**config.mk**
```make
export PLATFORM = sky130hd
export DESIGN_NAME = timer_device
export DESIGN_NICKNAME = d
export VERILOG_FILES = /design/src/rtl/timer_device.sv
export SDC_FILE = /design/constraint.sdc
export NUM_CORES = 1
export LEC_CHECK = 0
export CAP_MARGIN = 20
export CORE_MARGIN = 2
export CORE_UTILIZATION = 50
export DETAILED_ROUTE_END_ITERATION = 8
export GPL_TIMING_DRIVEN = 1
export HOLD_SLACK_MARGIN = 0.03
export PLACE_DENSITY = 0.78
export SETUP_SLACK_MARGIN = 0.3
export SYNTH_ARGS = -nofsm -noshare
export SYNTH_HDL_FRONTEND = slang
export SYNTH_SLANG_ARGS = --single-unit
```
**constraint.sdc**
```tcl
create_clock -name clk -period 3.76 [get_ports clk]
set_input_delay 1.128 -clock clk [delete_from_list [all_inputs] [get_ports clk]]
set_output_delay 1.128 -clock clk [all_outputs]
set_load 0.01 [all_outputs]
```
**src/rtl/timer_device.sv**
```systemverilog
`default_nettype none
// ============================================================================
// Module      : timer_device
// Description : Memory-mapped countdown timer on the CPU data bus. Responds to
//               word load/store cycles selected by the address bridge and
//               raises one hardware-interrupt line when the count expires.
//               Register map (addr[3:2]):
//                 0x0 CTRL   rw  [0]=EN [2:1]=MODE (01 auto-reload, else one-shot) [3]=IM
//                 0x4 PRESET rw  reload value
//                 0x8 COUNT  ro  current count
//                 0xC        ro  reads 0
// Ports       : clk     - system clock, rising edge
//               reset   - asynchronous active-low reset
//               sel     - bridge select for this timer
//               addr    - byte address (only [3:2] decoded)
//               byteen  - store byte enables (only full-word stores write)
//               wdata   - store data
//               rdata   - combinational load data (0 when not selected)
//               irq     - interrupt request (IM & flag)
// Revision    : 1.0 - initial release
// ============================================================================
module timer_device #(
    parameter int          WIDTH     = 32,
    parameter logic [31:0] CTRL_MASK = 32'h0000_000F
) (
    input  logic        clk,
    input  logic        reset,
    input  logic        sel,
    input  logic [31:0] addr,
    input  logic [3:0]  byteen,
    input  logic [31:0] wdata,
    output logic [31:0] rdata,
    output logic        irq
);

    localparam logic [1:0] c_REG_CTRL   = 2'b00;
    localparam logic [1:0] c_REG_PRESET = 2'b01;
    localparam logic [1:0] c_REG_COUNT  = 2'b10;

    typedef enum logic [1:0] {
        S_IDLE = 2'd0,
        S_LOAD = 2'd1,
        S_CNT  = 2'd2,
        S_INT  = 2'd3
    } state_t;

    state_t             state_q, state_d;
    logic [31:0]        ctrl_q, ctrl_d;
    logic [WIDTH-1:0]   preset_q, preset_d;
    logic [WIDTH-1:0]   count_q, count_d;
    logic               flag_q, flag_d;

    logic w_we;
    logic w_ctrl_we;
    logic w_preset_we;
    logic w_en;
    logic w_im;
    logic w_reload;
    logic w_unused_addr;

    // Sub-word stores trap in the CPU, so only full-word stores are honoured.
    assign w_we        = sel && (byteen == 4'hF);
    assign w_ctrl_we   = w_we && (addr[3:2] == c_REG_CTRL);
    assign w_preset_we = w_we && (addr[3:2] == c_REG_PRESET);

    assign w_en     = ctrl_q[0];
    assign w_reload = (ctrl_q[2:1] == 2'b01);
    assign w_im     = ctrl_q[3];

    // Base address is decoded by the bridge; these bits are intentionally ignored.
    assign w_unused_addr = &{1'b0, addr[31:4], addr[1:0]};

    always_comb begin
        state_d  = state_q;
        ctrl_d   = ctrl_q;
        preset_d = preset_q;
        count_d  = count_q;
        flag_d   = flag_q;

        case (state_q)
            S_IDLE: begin
                if (w_en) begin
                    state_d = S_LOAD;
                end
            end
            S_LOAD: begin
                count_d = preset_q;
                flag_d  = 1'b0;         // auto-reload: makes irq a one-cycle pulse
                state_d = S_CNT;
            end
            S_CNT: begin
                if (!w_en) begin
                    state_d = S_IDLE;
                end else if (count_q > WIDTH'(1)) begin
                    count_d = count_q - WIDTH'(1);
                end else begin
                    // PRESET of 0 or 1 both expire here
                    count_d = '0;
                    state_d = S_INT;
                end
            end
            S_INT: begin
                flag_d = 1'b1;
                if (w_reload) begin
                    state_d = S_LOAD;
                end else begin
                    ctrl_d[0] = 1'b0;
                    state_d   = S_IDLE;
                end
            end
            default: begin
                state_d = S_IDLE;
            end
        endcase

        if (!w_im) begin
            flag_d = 1'b0;
        end

        // PRESET only takes effect at the next LOAD.
        if (w_preset_we) begin
            preset_d = wdata[WIDTH-1:0];
        end

        // A software CTRL write overrides whatever the FSM decided this edge.
        if (w_ctrl_we) begin
            ctrl_d = wdata & CTRL_MASK;
            flag_d = 1'b0;
            if (!wdata[0]) begin
                state_d = S_IDLE;
                count_d = count_q;
            end
        end
    end

    always_ff @(posedge clk or negedge reset) begin
        if (!reset) begin
            state_q  <= S_IDLE;
            ctrl_q   <= '0;
            preset_q <= '0;
            count_q  <= '0;
            flag_q   <= 1'b0;
        end else begin
            state_q  <= state_d;
            ctrl_q   <= ctrl_d;
            preset_q <= preset_d;
            count_q  <= count_d;
            flag_q   <= flag_d;
        end
    end

    always_comb begin
        rdata = '0;
        if (sel) begin
            case (addr[3:2])
                c_REG_CTRL:   rdata = ctrl_q;
                c_REG_PRESET: rdata = 32'(preset_q);
                c_REG_COUNT:  rdata = 32'(count_q);
                default:      rdata = '0;
            endcase
        end
    end

    assign irq = w_im & flag_q;

endmodule
`default_nettype wire

```
# Word-level counts from Yosys, hierarchy flattened
# Index checks and enable logic that the tools add are counted.
[op_classes] add_sub_neg=1 n_lt_le_gt_ge=1 n_eq_ne=10 mux=20 bitwise=1 n_reduce_logical=7
[op_table] operator="two-way mux 32 bit" n=5
[op_table] operator="case mux 32 bit (3 select lines)" n=1
[op_table] operator="case mux 32 bit (2 select lines)" n=1
[op_table] operator="> comparator 32 x 1 -> 1 bit (second input constant)" n=1
[op_table] operator="subtractor 32 x 1 -> 32 bit (second input constant)" n=1
[op_table] operator="two-way mux 2 bit" n=5
[op_table] operator="case mux 2 bit (4 select lines)" n=1
[op_table] operator="== test 2 x 1 -> 1 bit (second input constant)" n=3
[op_table] operator="== test 2 bit (second input constant)" n=3
[op_table] operator="two-way mux 1 bit" n=6
[op_table] operator="== test 4 bit (second input constant)" n=1
[op_table] operator="logical NOT 2 bit" n=2
[op_table] operator="!= test 2 bit (second input constant)" n=2
[op_table] operator="!= test 4 x 1 -> 1 bit (second input constant)" n=1
[op_table] operator="logical AND 1 bit" n=3
[op_table] operator="case mux 1 bit (2 select lines)" n=1
[op_table] operator="AND reduction 2 bit" n=1
[op_table] operator="nonzero test 2 bit" n=1
[op_table] operator="bitwise AND 1 bit" n=1
[totals] regBits=71 input_bits=71 out_inout_bits=33 elab_cells=46

# Logic depth before layout (Yosys ltp)
# Gate-level depths: netlist of the first run.
[depth] ltp_word=6 ltp_mapped=9 mapped_depth_nobuf=7

# Worst setup path after synthesis of the first run
# OpenSTA, ideal clock, no wires.
[synth_path] kind="in2out" start="input port addr[3]" end="output port rdata[11]" arrival_ns=2.297 required_ns=2.632 slack_ns=0.335 cell_stages=6 path_buffers=3 cell_sequence="buf_2 > nor2b_1 > clkbuf_1 > buf_1 > a22oi_1 > nor2b_1"
[synth_between] elab_chain_cells=3 elab_cells_between_ends=5 cone_classes="2 x eq/ne; 2 x mux; 1 x reduce/logical"
[synth_rtl] item="start, declared" line_no="29" text="input logic [31:0] addr,"
[synth_rtl] item="== test 2 bit (tied with other cells)" line_no="155" text="case (addr[3:2])"
[synth_rtl] item="case mux 32 bit (3 select lines) *" line_no="155"
[synth_rtl] item="two-way mux 32 bit *" line_no="154" text="if (sel) begin"
[synth_rtl] item="end, declared" line_no="32" text="output logic [31:0] rdata,"
# Every way passes the cells marked *; elsewhere a longest branch is shown, timed or not.

# Final worst setup path of the first run
[layout_path] start="input port sel" end="output port rdata[16]"
[layout_between] elab_chain_cells=1
[layout_rtl] item="start, declared" line_no="28" text="input logic sel,"
[layout_rtl] item="two-way mux 32 bit" line_no="154"
# Every way passes these cells.

==> results of run 1 <==
-- kinds of logic after synthesis --
group	synth area share, %
and+or+nand+nor	19.3
AOI/OAI and AO/OA	23.1
adders and majority gates	0.592
buffers and inverters	5.00
muxes	10.0
DFF	42.0
-- cell type report --
class                      count  share of cell area [%]
multi-input combinational    321                    42.1
sequential                    71                    33.0
timing repair buffer          99                    17.7
clock buffer                  12                    2.69
tap                          105                    2.44
inverter                      18                    1.25
clock inverter                 4                   0.836
-- cell usage after synthesis, types with 7 or more instances --
master,instances,area [µm²]
a21oi_1,12,60.1
a22oi_1,37,278
a32oi_1,13,114
clkbuf_1,27,101
dfrtp_1,71,1780
inv_1,18,67.6
mux2_2,34,383
nand2_1,25,93.8
nand3_1,8,40.0
nor2_1,19,71.3
nor2b_1,33,206
nor3_1,20,100
o21ai_0,31,155
o22ai_1,7,43.8
o2bb2ai_1,13,114
-- critical path: cells and delay by family --
family | cells | cell delay [ns]
buffers and inverters | 3 | 0.95
and+or+nand+nor | 1 | 0.15
-- routing by layer --
layer	wire length, µm	vias to the layer above
met1	4590	1886
met2	5760	163
met4	235	0
met5	0	-
met3	746	22
li1	-	1826
-- registers in the layout, indices dropped and copies added (netlist names) --
register	flops
flag_q	1
ctrl_q	4
state_q	2
count_q	32
preset_q	32
-- how the worst max path moves through the flow --
stage | to | cells past startpoint | from
CTS | rdata[14] | 7 | addr[3]
detailed placement | rdata[26] | 6 | addr[2]
global route | rdata[16] | 4 | sel
floorplan | rdata[11] | 6 | addr[3]
global placement | rdata[18] | 6 | addr[3]
finish | rdata[16] | 4 | sel
-- where the power goes --
group,internal (mW),switching [mW]
clock,0.322,0.284
combinational,0.588,0.820
sequential,0.956,0.265
-- timing repair --
| action | 4_1_cts | 5_1_grt |
|---|---|---|
| buffers inserted | 4 | 0 |
| resized for setup | 100 | 9 |
| cloned | 2 | 0 |
| pin swaps | 0 | 0 |
| setup endpoints to repair | 32 | 32 |
| hold buffers | 0 | 0 |
==> metrics.md, run 1 <==
| Metric | Value |
|---|---|
| Place WS | -0.240 ns |
| DRT Pass-1 Iters | 5 |
| Register area | 0.00178 mm² |
| Max clock buf depth | 2 |
| Remaining antenna violation count | 0 |
| Fillers | 659 |
| Synth Register Bits | 71 |
| Area after DPL | 0.00513 mm² |
| M2 GR Usage | 45.9% |
| DIE WIDTH | 96.0 µm |
| Cts bufs inserted | 9 |
| Die area | 0.00921 mm² |
| Most Used Layer, Global Route | met2 |
| Most frequent cells in the layout | dfrtp_1 (71), clkdlybuf4s50_1 (38), a22oi_1 (36) |
| Gr usage total | 26.2% |
| Placed Cells | 607 |
| Root Driver | clkbuf_8 |
| Setup TNS | 0 ns |
| Fmax achieved | 0.297 GHz |
| Nets | 593 |
| Setup crit start kind | input port |
| Vias in the first global route | 4000 |
| R2R Path Start | count_q[0]$_DFFE_PN0P_ |
| Final Hold Viols | 0 |
| CP Capture Type | output pin |
| H-tree depth | 3 |
| Worst Skew | 0.00678 ns |
| Core area | 0.00822 mm² |
| IO buf count | 73 |
| GP Congestion | 0.913 |
| Wire per inst | 18.0 µm |
| Rows | 33 |
| Number of top-level pins | 104 |
| Period utilisation layout | 89.6% |
| Leakage | 2.27 nW |
| Worst-case reg-to-reg path depth | 7 |
| WP data required | 2.63 ns |
| Initial antenna violation count | 0 |
| First-pass GRT wire length | 18.7 mm |
| Via count | 3897 |
| Pwr Density | 600 mW/mm² |
| Reg-to-reg endpoint | count_q[28]$_DFFE_PN0P_ |
| Ys Warns | 0 |
| Worst hold path depth | 2 |
| Syn Inst Count | 445 |
| Worst rel slew slack | 45.3% |
| RSZ-0062 raised after global routing | false |
| Library cells used by synthesis | 50 |
| Top_reg_cell synth | dfrtp_1 |
| Total Power | 3.23 mW |
| Worst vdd ir | 0.394 mV |
| Register area share after synthesis | 42.0% |
| Gr ovfl total | 0 |
| Setup ws final | 0.392 ns |
| Crit-path max cell delay | 0.50 ns |
| Final Util | 65.6% |
| Routing usage on met3 | 6.50% |
| Crit path time final | 3.37 ns |
| Fraction of layout cells with a size suffix above 1 | 20.8% |
| Mapped Avg Cell Area | 9.50 µm² |
| Final slew viol count | 0 |
| Worst Hold End | count_q[22]$_DFFE_PN0P_ |
| Clk sinks | 71 |
| TritonCTS clock tree | done |
| DRC Markers | 0 |
| Worst slew pin tran | 0.813 ns |
| Max Cap Viol | 0 |
| Drt initial violations | 252 |
| Commonest non-fill, non-tap cell in the layout | dfrtp_1 |
| Worst hold start | preset_q[22]$_DFFE_PN0P_ |
| Crit Path Class | in -> out |
| WL final | 11.3 mm |
| Mapped Area | 0.00423 mm² |
| Arrival @ worst endpoint | 2.24 ns |
| Worst-path clk slew | 0.07 ns |
| Final Non-Filler Cells | 630 |
| Die height | 96.0 µm |
| Post-synthesis net count | 518 |
| Min-Delay Path Class | reg -> reg |
| Critical-path cell list | clkdlybuf4s50_1 > buf_12 > nor2b_1 > dlygate4sd2_1 |
| Final setup vio count | 0 |
| Status | complete, no violations |
| Post-synth ARST share | 100% |
| Via density per instance | 6.19 |
| Largest net degree at the start of global routing | 35 |
| HPWL after DPL | 7.72 mm |
| Number of synthesized flops with an enable pin | 0 |
| Worst hold slack | 0.531 ns |
| Skew-Pair Late Insertion Delay | 0.35 ns |
| Diode count | 0 |
| Final Instance Area | 0.00539 mm² |
| Multi-input gate area | 0.00227 mm² |
| Met1 Track Usage GR | 31.1% |
| CP Max Fanout | 34 |
| Synth-to-layout area growth | 27.4% |
| Initial Util | 51.5% |
| R2R Setup Slk | 0.97 ns |
| CP max-delay cell | clkdlybuf4s50_1 |
Power figures use the tool's default switching activity.
==> run 2: changes to the inputs <==
Settings changed: GPL_ROUTABILITY_DRIVEN set to 0.
==> results of run 2 <==
The final DEF is identical to that of run 1; final timing and power are the same.
